===== config.mk =====
export PLATFORM = sky130hd
export DESIGN_NAME = fir_decimator
export DESIGN_NICKNAME = d
export VERILOG_FILES = /design/src/rtl/fir_decimator.sv
export SDC_FILE = /design/constraint.sdc
export NUM_CORES = 1
export LEC_CHECK = 0
export ABC_AREA = 0
export CORE_MARGIN = 4
export CORE_UTILIZATION = 45
export CTS_BUF_LIST = sky130_fd_sc_hd__clkbuf_4
export DETAILED_ROUTE_END_ITERATION = 12
export HOLD_SLACK_MARGIN = 0.1
export PLACE_DENSITY = 0.7
export SLEW_MARGIN = 0
export SYNTH_ARGS = -nofsm -noshare
export SYNTH_HDL_FRONTEND = slang
export SYNTH_SLANG_ARGS = --single-unit
export TNS_END_PERCENT = 1

===== constraint.sdc =====
create_clock -name clk_i -period 6.54 [get_ports clk_i]
set_input_delay 0.981 -clock clk_i [delete_from_list [all_inputs] [get_ports clk_i]]
set_output_delay 0.981 -clock clk_i [all_outputs]
set_load 0.03 [all_outputs]

===== src/rtl/fir_decimator.sv =====
`default_nettype none
// ============================================================================
// fir_decimator: block-average decimator with rounding, saturation, out FIFO
// Revision: 1.0
// ============================================================================
module fir_decimator #(
  parameter int DECIM      = 4,
  parameter int OUT_SHIFT  = 4,
  parameter int FIFO_DEPTH = 4
) (
  input  logic                          clk_i,
  input  logic                          rst_i,
  input  logic signed [15:0]            din_i,
  input  logic                          din_valid_i,
  input  logic                          out_ready_i,
  output logic signed [7:0]             dout_o,
  output logic                          dout_valid_o,
  output logic                          overflow_o,
  output logic [$clog2(FIFO_DEPTH):0]   fifo_count_o
);

  localparam int LOG2D = $clog2(DECIM);
  localparam int ACC_W = 16 + LOG2D + 1;
  localparam int RND_W = ACC_W + 1;
  localparam int SHIFT = LOG2D + OUT_SHIFT;
  localparam int PW    = $clog2(FIFO_DEPTH);
  localparam int CW    = PW + 1;

  localparam logic [LOG2D-1:0] LAST_CNT = LOG2D'(DECIM - 1);
  localparam logic [LOG2D-1:0] CNT_ONE  = LOG2D'(1);
  localparam logic [PW-1:0]    PTR_ONE  = PW'(1);
  localparam logic [CW-1:0]    CNT_FULL = CW'(FIFO_DEPTH);
  localparam logic [CW-1:0]    OCC_ONE  = CW'(1);
  localparam logic signed [RND_W-1:0] SAT_MAX = RND_W'(127);
  localparam logic signed [RND_W-1:0] SAT_MIN = RND_W'(-128);

  // Accumulation and dump stage
  logic [LOG2D-1:0]        cnt_q, cnt_d;
  logic signed [ACC_W-1:0] acc_q, acc_d;
  logic signed [ACC_W-1:0] dump_sum_q, dump_sum_d;
  logic                    dump_valid_q, dump_valid_d;
  logic signed [ACC_W-1:0] din_ext;

  assign din_ext = {{(ACC_W-16){din_i[15]}}, din_i};

  always_comb begin
    cnt_d        = cnt_q;
    acc_d        = acc_q;
    dump_sum_d   = dump_sum_q;
    dump_valid_d = 1'b0;
    if (din_valid_i) begin
      if (cnt_q == LAST_CNT) begin
        dump_sum_d   = acc_q + din_ext;
        dump_valid_d = 1'b1;
        acc_d        = '0;
        cnt_d        = '0;
      end else begin
        acc_d = acc_q + din_ext;
        cnt_d = cnt_q + CNT_ONE;
      end
    end
  end

  always_ff @(posedge clk_i or posedge rst_i) begin
    if (rst_i) begin
      cnt_q        <= '0;
      acc_q        <= '0;
      dump_sum_q   <= '0;
      dump_valid_q <= 1'b0;
    end else begin
      cnt_q        <= cnt_d;
      acc_q        <= acc_d;
      dump_sum_q   <= dump_sum_d;
      dump_valid_q <= dump_valid_d;
    end
  end

  // Rounding: one spare bit keeps the half-LSB addition from wrapping
  logic signed [RND_W-1:0] sum_ext;
  logic signed [RND_W-1:0] shifted;
  logic signed [7:0]       sat_res;

  assign sum_ext = {dump_sum_q[ACC_W-1], dump_sum_q};

  generate
    if (SHIFT > 0) begin : g_round
      localparam logic signed [RND_W-1:0] HALF = {{(RND_W-1){1'b0}}, 1'b1} << (SHIFT - 1);
      assign shifted = (sum_ext + HALF) >>> SHIFT;
    end else begin : g_noround
      assign shifted = sum_ext;
    end
  endgenerate

  always_comb begin
    sat_res = shifted[7:0];
    if (shifted > SAT_MAX) begin
      sat_res = 8'h7F;
    end else if (shifted < SAT_MIN) begin
      sat_res = 8'h80;
    end
  end

  // Output FIFO with a registered head
  logic signed [7:0] mem_q [FIFO_DEPTH];
  logic [PW-1:0]     wr_ptr_q, wr_ptr_d;
  logic [PW-1:0]     rd_ptr_q, rd_ptr_d;
  logic [CW-1:0]     count_q, count_d;
  logic signed [7:0] dout_q, dout_d;
  logic              dout_valid_q, dout_valid_d;
  logic              overflow_q, overflow_d;
  logic              push, pop, full, push_ok;

  assign push    = dump_valid_q;
  assign pop     = dout_valid_q & out_ready_i;
  assign full    = (count_q == CNT_FULL);
  assign push_ok = push & (~full | pop);

  always_comb begin
    wr_ptr_d     = wr_ptr_q;
    rd_ptr_d     = rd_ptr_q;
    count_d      = count_q;
    overflow_d   = overflow_q;
    dout_d       = dout_q;
    dout_valid_d = 1'b0;

    if (push_ok) begin
      wr_ptr_d = wr_ptr_q + PTR_ONE;
    end
    if (pop) begin
      rd_ptr_d = rd_ptr_q + PTR_ONE;
    end
    if (push_ok && !pop) begin
      count_d = count_q + OCC_ONE;
    end else if (!push_ok && pop) begin
      count_d = count_q - OCC_ONE;
    end
    if (push && !push_ok) begin
      overflow_d = 1'b1;
    end

    // New head is the incoming result only when nothing older remains
    if (count_d != '0) begin
      dout_valid_d = 1'b1;
      if (push_ok && (count_q == '0 || (count_q == OCC_ONE && pop))) begin
        dout_d = sat_res;
      end else begin
        dout_d = mem_q[rd_ptr_d];
      end
    end
  end

  always_ff @(posedge clk_i) begin
    if (push_ok) begin
      mem_q[wr_ptr_q] <= sat_res;
    end
  end

  always_ff @(posedge clk_i or posedge rst_i) begin
    if (rst_i) begin
      wr_ptr_q     <= '0;
      rd_ptr_q     <= '0;
      count_q      <= '0;
      dout_q       <= '0;
      dout_valid_q <= 1'b0;
      overflow_q   <= 1'b0;
    end else begin
      wr_ptr_q     <= wr_ptr_d;
      rd_ptr_q     <= rd_ptr_d;
      count_q      <= count_d;
      dout_q       <= dout_d;
      dout_valid_q <= dout_valid_d;
      overflow_q   <= overflow_d;
    end
  end

  assign dout_o       = dout_q;
  assign dout_valid_o = dout_valid_q;
  assign overflow_o   = overflow_q;
  assign fifo_count_o = count_q;

endmodule
`default_nettype wire


==> out/qor.yml, run 1 <==
outcome:
  status: "finished, final reports clean"
placement:
  globalplace.congestion: 0.895
  dpl.cell_count: 579
  pre_cts_ws_ns: 2.83
  dpl-instance-area_um2: 5190
  port_buffers: 32
  hpwl_um: 6910
cts:
  cts.sinks: 85
  insertion_delay_ns: 0.46
  cts_tree: "built"
  clock_path_buffers: 2
  post_cts_buffers: 0
  cts_buffers: 9
  clkSlewWorstSetupHoldPaths_ns: 0.16
  postCtsHoldBufs: 0
  cts_root_buf: "clkbuf_4"
  htreeDepth: 3
  cts_resized: 0
timing:
  finalSetupViolCount: 0
  relSlewSlack_pct: 40.6
  rsz0062_at_grt: "no"
  worst_pin_slew_ns: 0.888
  drv_slew: 0
  fin_ws_ns: 3.35
  final-hold-violation-count: 0
  finalCritPeriodShare_pct: 48.8
  fin_worst_skew_ns: 0.0266
  max_clock_freq_ghz: 0.314
  finalSetupTns_ns: 0
  min_period_ns: 3.19
pwr:
  irDropWorstVdd_v: 0.000230
  clock_power_share_pct: 12.2
  combPwrFrac_pct: 52.1
  p_per_area_nw_per_um2: 486
  sw_frac_of_total_pct: 42.4
  p_switching_w: 0.00110
  p_int_w: 0.00150
  p_seq_share_pct: 35.7
  p_leak_nw: 2.18
drt:
  totalWireLength_um: 9560
  via_per_inst: 5.74
  antenna_left: 0
  initialDrtViolationCount: 221
  vias: 3420
  drc_errors: 0
  firstDrtPassIters: 4
  wl_per_cell_um: 16.0
logic_synthesis:
  syn_inst: 422
  syn-num-nets: 471
  synthFlopType: "dfrtp_1"
  syn-cell-area_um2: 4760
  ys.warnings.count: 0
  synth-edff-count: 32
  synth_seq_cells: 85
  syn_area_per_cell_um2: 11.3
  ys_seq_area_share_pct: 48.1
  ys_types: 64
  async_flop_share_pct: 62.4
global_route:
  grt_max_degree: 54
  grtUsageMet3_pct: 3.77
  grt_pass1_wl_um: 16400
  use_met1_pct: 21.4
  overflow: 0
  antenna_found_initial: 0
  top_usage_layer: "met2"
  grt_usage_pct: 16.1
  grt_pass1_vias: 3383
  use_met2_pct: 26.2
critical_path:
  ff2ff_setup_slack_ns: 3.70
  critPathMaxFanout: 14
  crit_path_max_incr_delay_ns: 0.69
  crit_path_start_kind: "input port"
  required_ns: 6.91
  crit_family: "simple AND/OR/NAND/NOR gates"
  crit_chain: "clkdlybuf4s50_1 > nand2_2 > nor3b_1 > a41o_1 > a21oi_1 > nor2_1 > nor2_1 > a221o_1"
  crit_path_frequent_cell: "nor2_1"
  cp_data_arrival_time_ns: 3.56
  crit_buf_inv: 1
  crit_type: "input port to flop"
  end_kind: "flop"
  crit_slowest_cell: "nor2_1"
finish:
  layout_commonest_cell: "dfrtp_1"
  ff_latch_area_um2: 2290
  final_cell_area_um2: 5340
  drive_above_1_share_pct: 10.9
  multi_input_area_um2: 2310
  area_delta_synth_final_pct: 12.3
  layout.cells.non_filler: 596
  nNetsFinal: 503
  final_cell_mix: "dfrtp_1 (53), clkdlybuf4s50_1 (32), edfxtp_1 (32), nand2_1 (31), ha_1 (28)"
  fillers: 909
floorplan:
  row_count: 37
  dieHeight_um: 111
  dieArea_um2: 12300
  coreArea_um2: 10300
  die_w_um: 111
  start_util_pct: 46.1
  io-pin-count: 33
worst_hold_path:
  hold_path_class: "flop to flop"
flow_run:
  drv_cap: 0
## cell type report
class | count | share of cell area (%)
Antenna cell | 1 | 0.0468
Inverter | 25 | 1.76
Timing Repair Buffer | 33 | 6.14
Sequential cell | 85 | 42.8
Multi-Input combinational cell | 300 | 43.3
Tap cell | 136 | 3.19
Clock inverter | 6 | 1.33
Clock buffer | 10 | 1.41
## metal layers
layer	vias up	share of wire [%]
met5	-	0
met4	0	1.5
met3	13	5.1
met2	92	48
met1	1659	45
li1	1656	-
## path summary, 6_finish.rpt
kind | start | end | depth (start not counted)
min in group asynchronous | rst_i | dout_o[3] | 3
worst min register to register | overflow_o | overflow_o | 1
worst max register to register | fifo_count_o[0] | dout_o[0] | 9
worst max-delay path | out_ready_i | dout_o[0] | 8
worst min-delay path | overflow_o | overflow_o | 1
max in group asynchronous | rst_i | acc_q[17] | 3
## kinds of logic (layout without fill, tap and decap cells)
| family | Yosys count | count (layout) | synth area share [%] |
|---|---|---|---|
| other | 0 | 1 | 0 |
| AOI/OAI and AO/OA | 118 | 118 | 18.4 |
| xor gates and xnor gates | 23 | 23 | 4.39 |
| DFF | 85 | 85 | 48.1 |
| adders and majority gates | 29 | 29 | 7.79 |
| muxes | 16 | 16 | 5.76 |
| buffers and inverters | 37 | 74 | 3.26 |
| and+or+nand+nor | 114 | 114 | 12.3 |
## cells in the mapped netlist, types with 2 or more instances
master	number	share of area, %
and2_1	5	0.66
o21ai_2	5	0.92
mux2_2	7	1.7
a31oi_1	3	0.39
nand2_2	2	0.26
nand3_1	13	1.4
nand4b_1	3	0.55
buf_4	2	0.32
a31o_2	2	0.37
nor4_1	3	0.39
a311oi_1	3	0.55
o31ai_1	2	0.32
o21a_1	3	0.47
a41o_1	2	0.42
nor2_1	18	1.4
o21ai_0	18	1.9
nand2_1	31	2.4
and3_1	4	0.53
xnor2_1	10	1.8
edfxtp_1	32	20
a21o_1	11	1.7
o2111ai_1	3	0.55
nor3_1	10	1.1
o211ai_1	2	0.32
xor2_1	12	2.2
nor2b_1	7	0.92
a22o_1	2	0.37
a21oi_1	24	2.5
o21bai_1	2	0.32
ha_1	28	7.4
inv_1	24	1.9
a32o_1	3	0.63
and4_1	2	0.37
or3_1	8	1.1
o2bb2ai_1	7	1.3
a211oi_1	3	0.47
o21ai_1	4	0.42
a221o_1	6	1.3
clkbuf_1	8	0.63
dfrtp_1	53	28
nand4_1	4	0.53
mux4_2	8	3.8
o32ai_1	2	0.37
## flip-flops by register name (all words and copies together) (netlist names)
| name | count |
|---|---|
| mem_q | 32 |
| acc_q | 19 |
| dump_sum_q | 14 |
| dout_o | 8 |
| fifo_count_o | 3 |
| cnt_q | 2 |
| rd_ptr_q | 2 |
| wr_ptr_q | 2 |
| dout_valid_o | 1 |
| dump_valid_q | 1 |
| overflow_o | 1 |
## through the flow
stage,hold slack [ns],power (W),util (%)
CTS,0.498,0.00261,51.7
global route,0.516,0.00281,51.7
finish,0.499,0.00260,51.8
floorplan,0.459,0.00195,-
detailed placement,0.465,0.00230,50.3
global placement,0.459,0.00225,50.3
## power groups by stage
| stage | Combinational [W] | Clock (W) | Sequential, W |
|---|---|---|---|
| 2_1_floorplan | 0.000975 | 0 | 0.000977 |
| 3_3_place_gp | 0.00132 | 0 | 0.000929 |
| 3_5_place_dp | 0.00136 | 0 | 0.000940 |
| 4_1_cts | 0.00136 | 0.000325 | 0.000928 |
| 5_1_grt | 0.00151 | 0.000347 | 0.000956 |
| 6_report | 0.00135 | 0.000317 | 0.000928 |
Note: power is estimated with default switching activity, not from simulation.
==> run 2: changes to the inputs <==
==> constraint.sdc (replaced) <==
create_clock -name clk_i -period 3.3 [get_ports clk_i]
set_input_delay 0.495 -clock clk_i [delete_from_list [all_inputs] [get_ports clk_i]]
set_output_delay 0.495 -clock clk_i [all_outputs]
set_load 0.03 [all_outputs]
==> run 2 against run 1 <==
  * Routed wire length increased by 2.7%
  * Largest cell class unchanged
  * Register-to-register slack got worse by 2.8 ns
  * First-iteration DRC count decreased by 29%
  * Critical path depth increased by 3
  * Sequential share of layout area decreased by 0.40 points
==> out/qor.yml, run 2 (synthesis results as in run 1) <==
floorplan:
  row_count: 37
  dieArea_um2: 12300
  coreArea_um2: 10300
  die_w_um: 111
  start_util_pct: 46.1
  dieHeight_um: 111
  io-pin-count: 33
cts:
  cts_root_buf: "clkbuf_4"
  clock_path_buffers: 2
  cts_resized: 0
  htreeDepth: 3
  clkSlewWorstSetupHoldPaths_ns: 0.14
  postCtsHoldBufs: 0
  insertion_delay_ns: 0.46
  cts_buffers: 9
  post_cts_buffers: 0
  cts_tree: "built"
  cts.sinks: 85
finish:
  area_delta_synth_final_pct: 13.4
  ff_latch_area_um2: 2290
  diodes: 0
  nNetsFinal: 510
  drive_above_1_share_pct: 12.2
  top_register: "mem_q"
  multi_input_area_um2: 2310
  final_cell_mix: "dfrtp_1 (53), clkdlybuf4s50_1 (32), edfxtp_1 (32), nand2_1 (31), ha_1 (28)"
  reg.largest.list: "mem_q x32, acc_q x19, dump_sum_q x14"
  largest_reg_flops: 32
  layout_commonest_cell: "dfrtp_1"
  fillers: 924
drt:
  drc_errors: 0
  firstDrtPassIters: 5
  initialDrtViolationCount: 156
  via_per_inst: 5.68
  antenna_left: 0
  vias: 3418
  wl_per_cell_um: 16.3
  totalWireLength_um: 9820
timing:
  finalSetupViolCount: 0
  finalCritPeriodShare_pct: 78.0
  fin_worst_skew_ns: 0.0256
  finalSetupTns_ns: 0
  drv_slew: 0
  max_clock_freq_ghz: 0.388
  worst_pin_slew_ns: 0.637
  relSlewSlack_pct: 57.3
  min_period_ns: 2.58
  worst_hold_slack_ns: 0.274
  final-hold-violation-count: 0
  rsz0062_at_grt: "no"
outcome:
  status: "finished, final reports clean"
critical_path:
  crit_type: "input port to flop"
  required_ns: 3.63
  cp_data_arrival_time_ns: 2.91
  critPathMaxFanout: 3
  end_kind: "flop"
  crit_path_start_kind: "input port"
flow_run:
  drv_cap: 0
pwr:
  p_switching_w: 0.00220
  p_seq_share_pct: 35.4
  p_per_area_nw_per_um2: 965
  clock_power_share_pct: 12.1
  p_leak_nw: 2.21
  sw_frac_of_total_pct: 42.2
  irDropWorstVdd_v: 0.000506
  combPwrFrac_pct: 52.4
  p_int_w: 0.00301
global_route:
  grt_pass1_vias: 3441
  grt_max_degree: 28
  grt_usage_pct: 16.6
  antenna_found_initial: 0
  grt_pass1_wl_um: 16800
  overflow: 0
placement:
  port_buffers: 32
  globalplace.congestion: 0.901
  hpwl_um: 7150
worst_hold_path:
  hold_path_class: "input port to asynchronous set/reset pin"
## run 2: cell types whose count changed in the layout (fill, tap and decap cells not counted), sizes merged
cell,delta
buf,+7
diode,-1
## run 2: final timing paths
path	startpoint	to	slack, ns	depth (start not counted)
setup / recovery	din_i[0]	dump_sum_q[16]	0.72	11
hold / removal	rst_i	acc_q[15]	0.27	2
setup reg to reg	acc_q[0]	dump_sum_q[16]	0.86	10
hold reg to reg	overflow_o	overflow_o	0.50	1
max in group asynchronous	rst_i	acc_q[9]	2.40	3
min in group clk_i	overflow_o	overflow_o	0.50	1
## run 2: power by group through the flow
stage	Sequential, W	Clock, W	Combinational, W
finish	0.00185	0.000632	0.00273
global route	0.00190	0.000705	0.00303
CTS	0.00185	0.000656	0.00274
detailed placement	0.00187	0	0.00272
global placement	0.00184	0	0.00266
floorplan	0.00194	0	0.00193
## run 2: layout make-up
cell class | instances | area share (%)
Timing Repair Buffer | 40 | 7.05
Clock inverter | 6 | 1.32
Tap cell | 136 | 3.16
Sequential cell | 85 | 42.4
Clock buffer | 10 | 1.39
Multi-Input combinational cell | 300 | 42.9
Inverter | 25 | 1.74
## run 2: critical path, cell delays in order
cell             delay (ns)
clkdlybuf4s50_1        0.46
ha_1                   0.17
inv_1                  0.06
fa_1                   0.38
nor2b_1                0.21
o2111ai_1              0.16
a211oi_1               0.35
nor3_1                 0.13
a21oi_1                0.20
xnor2_1                0.16
o21ai_0                0.12
## run 2: metrics by stage
step | utilization, % | instances | power [W] | area, µm² | worst slack, ns
global placement | 50.8 | 586 | 0.00450 | 5250 | 0.337
floorplan | - | 422 | 0.00387 | 4760 | 0.893
detailed placement | 50.8 | 586 | 0.00459 | 5250 | 0.293
CTS | 52.2 | 602 | 0.00524 | 5390 | 0.787
global route | 52.2 | 602 | 0.00564 | 5390 | 0.666
finish | 52.2 | 602 | 0.00521 | 5390 | 0.725
## run 2: routing by layer
metal | wire length, µm | GRT usage (%) | part of all wire, % | up-vias
met1 | 4500 | 21.4 | 46 | 1663
met5 | 0 | 0 | 0 | -
met2 | 4780 | 27.5 | 49 | 75
li1 | - | - | - | 1671
met4 | 105 | 4.27 | 1.1 | 0
met3 | 436 | 4.80 | 4.4 | 9
